`config.mk`:
```
export PLATFORM = sky130hd
export DESIGN_NAME = panel_scan_controller
export DESIGN_NICKNAME = d
export VERILOG_FILES = /design/src/rtl/panel_scan_controller.sv
export SDC_FILE = /design/constraint.sdc
export NUM_CORES = 1
export LEC_CHECK = 0
export ABC_CLOCK_PERIOD_IN_PS = 2090
export CAP_MARGIN = 0
export CELL_PAD_IN_SITES_DETAIL_PLACEMENT = 0
export CELL_PAD_IN_SITES_GLOBAL_PLACEMENT = 2
export CORE_MARGIN = 5
export CORE_UTILIZATION = 25
export CTS_BUF_LIST = sky130_fd_sc_hd__clkbuf_4
export DETAILED_ROUTE_END_ITERATION = 8
export GPL_TIMING_DRIVEN = 0
export PLACE_DENSITY_LB_ADDON = 0.3
export SLEW_MARGIN = 20
export SYNTH_ARGS = -nofsm -noshare
export SYNTH_HDL_FRONTEND = slang
export SYNTH_SLANG_ARGS = --single-unit
```
`constraint.sdc`:
```
create_clock -name clk -period 2.09 [get_ports clk]
set_input_delay 0.627 -clock clk [delete_from_list [all_inputs] [get_ports clk]]
set_output_delay 0.627 -clock clk [all_outputs]
set_load 0.02 [all_outputs]
```
`src/rtl/panel_scan_controller.sv`:
```
// Row-scan / bit-plane PWM sequencer for one panel_driver: fetch, brightness load,
// per-plane shift/latch/hold, then blank and advance to the next row.
module panel_scan_controller #(
    parameter int unsigned NUM_ROWS     = 16,
    parameter int unsigned LEDS_PER_ROW = 16,
    parameter int unsigned PWM_STEPS    = 256,
    parameter int unsigned FETCH_CYCLES = 2,
    parameter int unsigned HOLD_CYCLES  = 4,
    parameter int unsigned BLANK_CYCLES = 8
) (
    input  logic                        clk,
    input  logic                        reset_n,
    input  logic                        enable,
    output logic                        shift,
    output logic                        load_led_vals,
    output logic                        load_brightness,
    output logic [7:0]                  pwm_time,
    output logic [$clog2(NUM_ROWS)-1:0] active_row_addr,
    output logic [NUM_ROWS-1:0]         row_enable_n,
    output logic                        frame_done,
    output logic                        busy
);

    localparam int unsigned ROW_W   = $clog2(NUM_ROWS);
    localparam int unsigned MAX_A   = (FETCH_CYCLES > LEDS_PER_ROW) ? FETCH_CYCLES : LEDS_PER_ROW;
    localparam int unsigned MAX_B   = (HOLD_CYCLES > BLANK_CYCLES) ? HOLD_CYCLES : BLANK_CYCLES;
    localparam int unsigned CNT_MAX = (MAX_A > MAX_B) ? MAX_A : MAX_B;
    localparam int unsigned CNT_W   = (CNT_MAX > 2) ? $clog2(CNT_MAX) : 1;

    typedef enum logic [2:0] {
        IDLE     = 3'd0,
        FETCH    = 3'd1,
        LOAD_BRT = 3'd2,
        SHIFT    = 3'd3,
        LATCH    = 3'd4,
        HOLD     = 3'd5,
        BLANK    = 3'd6
    } state_t;

    state_t              state_q, state_d;
    logic [CNT_W-1:0]    cnt_q, cnt_d;
    logic [7:0]          pwm_q, pwm_d;
    logic [ROW_W-1:0]    row_q, row_d;
    logic [NUM_ROWS-1:0] row_en_n_q, row_en_n_d;
    logic                shift_q, shift_d;
    logic                llv_q, llv_d;
    logic                lb_q, lb_d;
    logic                frame_done_q, frame_done_d;
    logic                busy_q, busy_d;
    logic                cnt_last;
    logic                do_step;

    // Next-state, counters and registered-output decode
    always_comb begin
        state_d      = state_q;
        cnt_d        = cnt_q;
        pwm_d        = pwm_q;
        row_d        = row_q;
        row_en_n_d   = row_en_n_q;
        frame_done_d = 1'b0;
        do_step      = 1'b0;
        cnt_last     = (cnt_q == '0);

        case (state_q)
            IDLE: begin
                if (enable) begin
                    state_d = FETCH;
                    cnt_d   = CNT_W'(FETCH_CYCLES - 1);
                end
            end
            FETCH: begin
                if (cnt_last) state_d = LOAD_BRT;
                else          cnt_d   = cnt_q - CNT_W'(1);
            end
            LOAD_BRT: begin
                state_d = SHIFT;
                cnt_d   = CNT_W'(LEDS_PER_ROW - 1);
                pwm_d   = 8'd0;
            end
            SHIFT: begin
                if (cnt_last) state_d = LATCH;
                else          cnt_d   = cnt_q - CNT_W'(1);
            end
            LATCH: begin
                // Row turns on only after the first plane has been latched
                if (pwm_q == 8'd0) row_en_n_d = ~(NUM_ROWS'(1) << row_q);
                if (HOLD_CYCLES != 0) begin
                    state_d = HOLD;
                    cnt_d   = CNT_W'(HOLD_CYCLES - 1);
                end else begin
                    do_step = 1'b1;
                end
            end
            HOLD: begin
                if (cnt_last) do_step = 1'b1;
                else          cnt_d   = cnt_q - CNT_W'(1);
            end
            BLANK: begin
                if (cnt_last) begin
                    pwm_d = 8'd0;
                    if (row_q == ROW_W'(NUM_ROWS - 1)) begin
                        row_d        = '0;
                        frame_done_d = 1'b1;
                    end else begin
                        row_d = row_q + ROW_W'(1);
                    end
                    state_d = enable ? FETCH : IDLE;
                    cnt_d   = CNT_W'(FETCH_CYCLES - 1);
                end else begin
                    cnt_d = cnt_q - CNT_W'(1);
                end
            end
            default: state_d = IDLE;
        endcase

        if (do_step) begin
            if (pwm_q == 8'(PWM_STEPS - 1)) begin
                state_d = BLANK;
                cnt_d   = CNT_W'(BLANK_CYCLES - 1);
            end else begin
                state_d = SHIFT;
                cnt_d   = CNT_W'(LEDS_PER_ROW - 1);
                pwm_d   = pwm_q + 8'd1;
            end
        end

        if (state_d == BLANK || state_d == IDLE) row_en_n_d = '1;

        shift_d = (state_d == SHIFT);
        llv_d   = (state_d == LATCH);
        lb_d    = (state_d == LOAD_BRT);
        busy_d  = (state_d != IDLE);
    end

    always_ff @(posedge clk or negedge reset_n) begin
        if (!reset_n) begin
            state_q      <= IDLE;
            cnt_q        <= '0;
            pwm_q        <= 8'd0;
            row_q        <= '0;
            row_en_n_q   <= '1;
            shift_q      <= 1'b0;
            llv_q        <= 1'b0;
            lb_q         <= 1'b0;
            frame_done_q <= 1'b0;
            busy_q       <= 1'b0;
        end else begin
            state_q      <= state_d;
            cnt_q        <= cnt_d;
            pwm_q        <= pwm_d;
            row_q        <= row_d;
            row_en_n_q   <= row_en_n_d;
            shift_q      <= shift_d;
            llv_q        <= llv_d;
            lb_q         <= lb_d;
            frame_done_q <= frame_done_d;
            busy_q       <= busy_d;
        end
    end

    assign shift           = shift_q;
    assign load_led_vals   = llv_q;
    assign load_brightness = lb_q;
    assign pwm_time        = pwm_q;
    assign active_row_addr = row_q;
    assign row_enable_n    = row_en_n_q;
    assign frame_done      = frame_done_q;
    assign busy            = busy_q;

endmodule

```
==> results.cfg <==
[yosys]
synth_top_cell_by_area = dfrtp_1
ys_types = 50
ys_seq_area_share_pct = 46.3
synth.area.top_cells = dfrtp_1 27%, dfstp_2 19%, mux2i_1 7.3%
synth_edf_count = 0
synthTopCellsByCount = 41 x nand2_1, 24 x dfrtp_1, 16 x dfstp_2, 16 x mux2i_1
yosysWarnings = 0
synth_seq_cells = 40
synthFlopType = dfrtp_1
synth_top_area_share_pct = 27.2
netlist_area_um2 = 2210
synth.avg_cell_area_um2 = 9.77
synth_most_common_cell = nand2_1
synth.net_count = 238
syn_inst = 226
ys_async_sr_fraction_pct = 100

[power]
p_leak_nw = 1.30
swShare_pct = 40.1
vdd_drop_max_uv = 383
seqPwrFrac_pct = 36.9
p_int_w = 0.00160
finalPower_w = 0.00267
p_per_area_nw_per_um2 = 924
pwr-share-comb_pct = 47.3
power_switching_w = 0.00107
clkPwrFrac_pct = 15.8

[detailed_routing]
drt-total-wl_mm = 5.96
firstDrtPassIters = 4
drc = 0
ant_nets = 0
drt_iter0_markers = 48
viasPerCell = 4.87
vias = 1867
avgRoutedWirePerCell_um = 15.6

[timing]
finalSetupViolCount = 0
tightestPinTransition_ps = 721
slew_violations = 0
skew_ps = 10.2
timing.final.crit_period_ps = 2020
final.setup.tns_ps = 0
timing.fmax_mhz = 495
hold_violations = 0
slew_headroom_pct = 51.6
rsz0062_at_grt = yes
holdWs_ps = 144
period_share_pct = 96.6

[layout]
nNetsFinal = 286
drive_above_1_share_pct = 20.4
areaGrowthSynthToFinish_pct = 31.2
post-route-util_pct = 33.4
fill_cells = 941
diodes = 0
final_cells = 383

[setup_path]
r2r-start = cnt_q[0]
cp-endpoint = row_enable_n[11]
crit_path_start_kind = flop
cp_max_fo = 6
critPathKind = reg -> reg
crit_path_max_incr_delay_ps = 550
r2r_setup_slack_ps = 70
worstPathRequired_ps = 2410
cpMaxStageDelayCell = or4_4
cp.depth = 9
cp-startpoint = cnt_q[0]
worst_r2r_path_depth = 9
cp_top_family = simple AND/OR/NAND/NOR gates
arrival_ps = 2340
end_kind = flop
rr_endpoint = row_enable_n[11]
crit_chain = buf_8 > inv_2 > ha_4 > and4bb_1 > buf_6 > o2111a_2 > or4_4 > clkbuf_16 > nand2_1
critPathBufInv = 4

[run]
cap_violations = 0

[cts]
clock-root-buffer = clkbuf_4
cts_buffers = 5
cts.sinks = 40
cts_hold_buf = 0
clock_latency_ps = 360
htreeDepth = 2
clkSlewWorstSetupHoldPaths_ps = 140
cts_tree = yes
clock_tree.buffer_depth = 2

[placed_design]
dp_hpwl_mm = 4.02
dp.cells = 370
place_congestion = 0.804
io_buffers = 35

[die]
core_area_um2 = 8680
rows = 34
die_area_um2 = 10800
die_h_um = 104
initial_core_util_pct = 25.4
die_x_um = 104
io_pins = 36

[grt]
grt_use_total_pct = 10.8
grt_antenna_before_repair = 0
globalRouteMet2Util_pct = 16.0
grt_max_degree = 29
grt_pass1_vias = 1846
grt-ovfl-total = 0
met1_usage_pct = 14.5
top_usage_layer = met2
grt_first_pass_wirelength_mm = 9.54
grt_use_met3_pct = 2.98

[worst_hold_path]
hold_path.class = in -> async

[status]
status = finished clean
worst min-delay path by stage:
stage | cells after the start | to | slack [ps] | from
6_report | 1 | frame_done | 140 | reset_n
3_3_place_gp | 2 | row_enable_n[6] | 540 | row_enable_n[6]
5_1_grt | 1 | frame_done | 140 | reset_n
4_1_cts | 1 | frame_done | 140 | reset_n
3_5_place_dp | 2 | row_enable_n[14] | 540 | row_enable_n[14]
2_1_floorplan | 0 | active_row_addr[0] | 330 | reset_n
layer usage:
layer / vias up / wire length (um)
li1: 906 / -
met1: 900 / 2910
met4: 0 / 139
met2: 46 / 2650
met5: - / 0
met3: 15 / 265
cell usage in the layout, fill, tap and decap left out, types with 3 or more instances in the layout:
cell             count
clkbuf_1             5
buf_4                6
dlygate4sd2_1       25
a21oi_1              5
clkbuf_4             5
nor4_1               3
nand3_1             11
o21ai_0              9
a31oi_1              3
xnor2_1              3
nor2_1               4
inv_1               11
nand2_1             41
mux2i_1             16
nand4_1              4
nor2b_1              7
dfrtp_1             23
dfstp_2             16
ha_1                 7
nor3_1               4
buf_2                3
clkdlybuf4s50_1      7
timing repair:
action | CTS | global route
setup buffers | 3 | 3
gates cloned | 0 | 2
endpoints found under the setup margin | 42 | 26
endpoints found under the hold margin | 0 | 0
resized for setup | 30 | 14
pin swaps | 1 | 1
state kept, by name (all words and copies together) (netlist names):
name             cells
cnt_q                4
shift                1
pwm_time             8
load_led_vals        1
row_enable_n        16
load_brightness      1
busy                 1
active_row_addr      4
frame_done           1
state_q              3
power by group through the flow:
stage	clock, W	combinational [W]	sequential [W]
final	0.000423	0.00126	0.000987
after global routing	0.000471	0.00140	0.00100
after CTS	0.000442	0.00113	0.000980
after detailed placement	0	0.00111	0.000990
after global placement	0	0.00111	0.000996
after floorplan	0	0.000781	0.00101
cells by family after synthesis:
logic type | Yosys count | synth area share [%]
simple gates | 89 | 20.5
compound gates | 42 | 13.7
flops | 40 | 46.3
buf+inv | 26 | 5.56
mux | 17 | 7.77
fa+ha+maj | 9 | 5.10
xor+xnor | 3 | 1.19
through the flow:
stage	instance area [um2]	setup slack (ps)
floorplan	2240	42.4
global placement	2730	-734
detailed placement	2740	-300
CTS	2800	9.44
global route	2900	-11.9
finish	2900	70.2
area by class of cell:
class	count	area (um2)	share of cell area [%]
multi-input cells	161	1150	39.8
flip-flops and latches	40	1020	35.3
repair buffers	43	409	14.1
well taps	108	135	4.67
plain buffers	10	70.1	2.42
inverters	13	48.8	1.69
clock buffers	5	37.5	1.30
clock inverters	3	18.8	0.648
No activity file was read; power rests on OpenSTA's default activity.
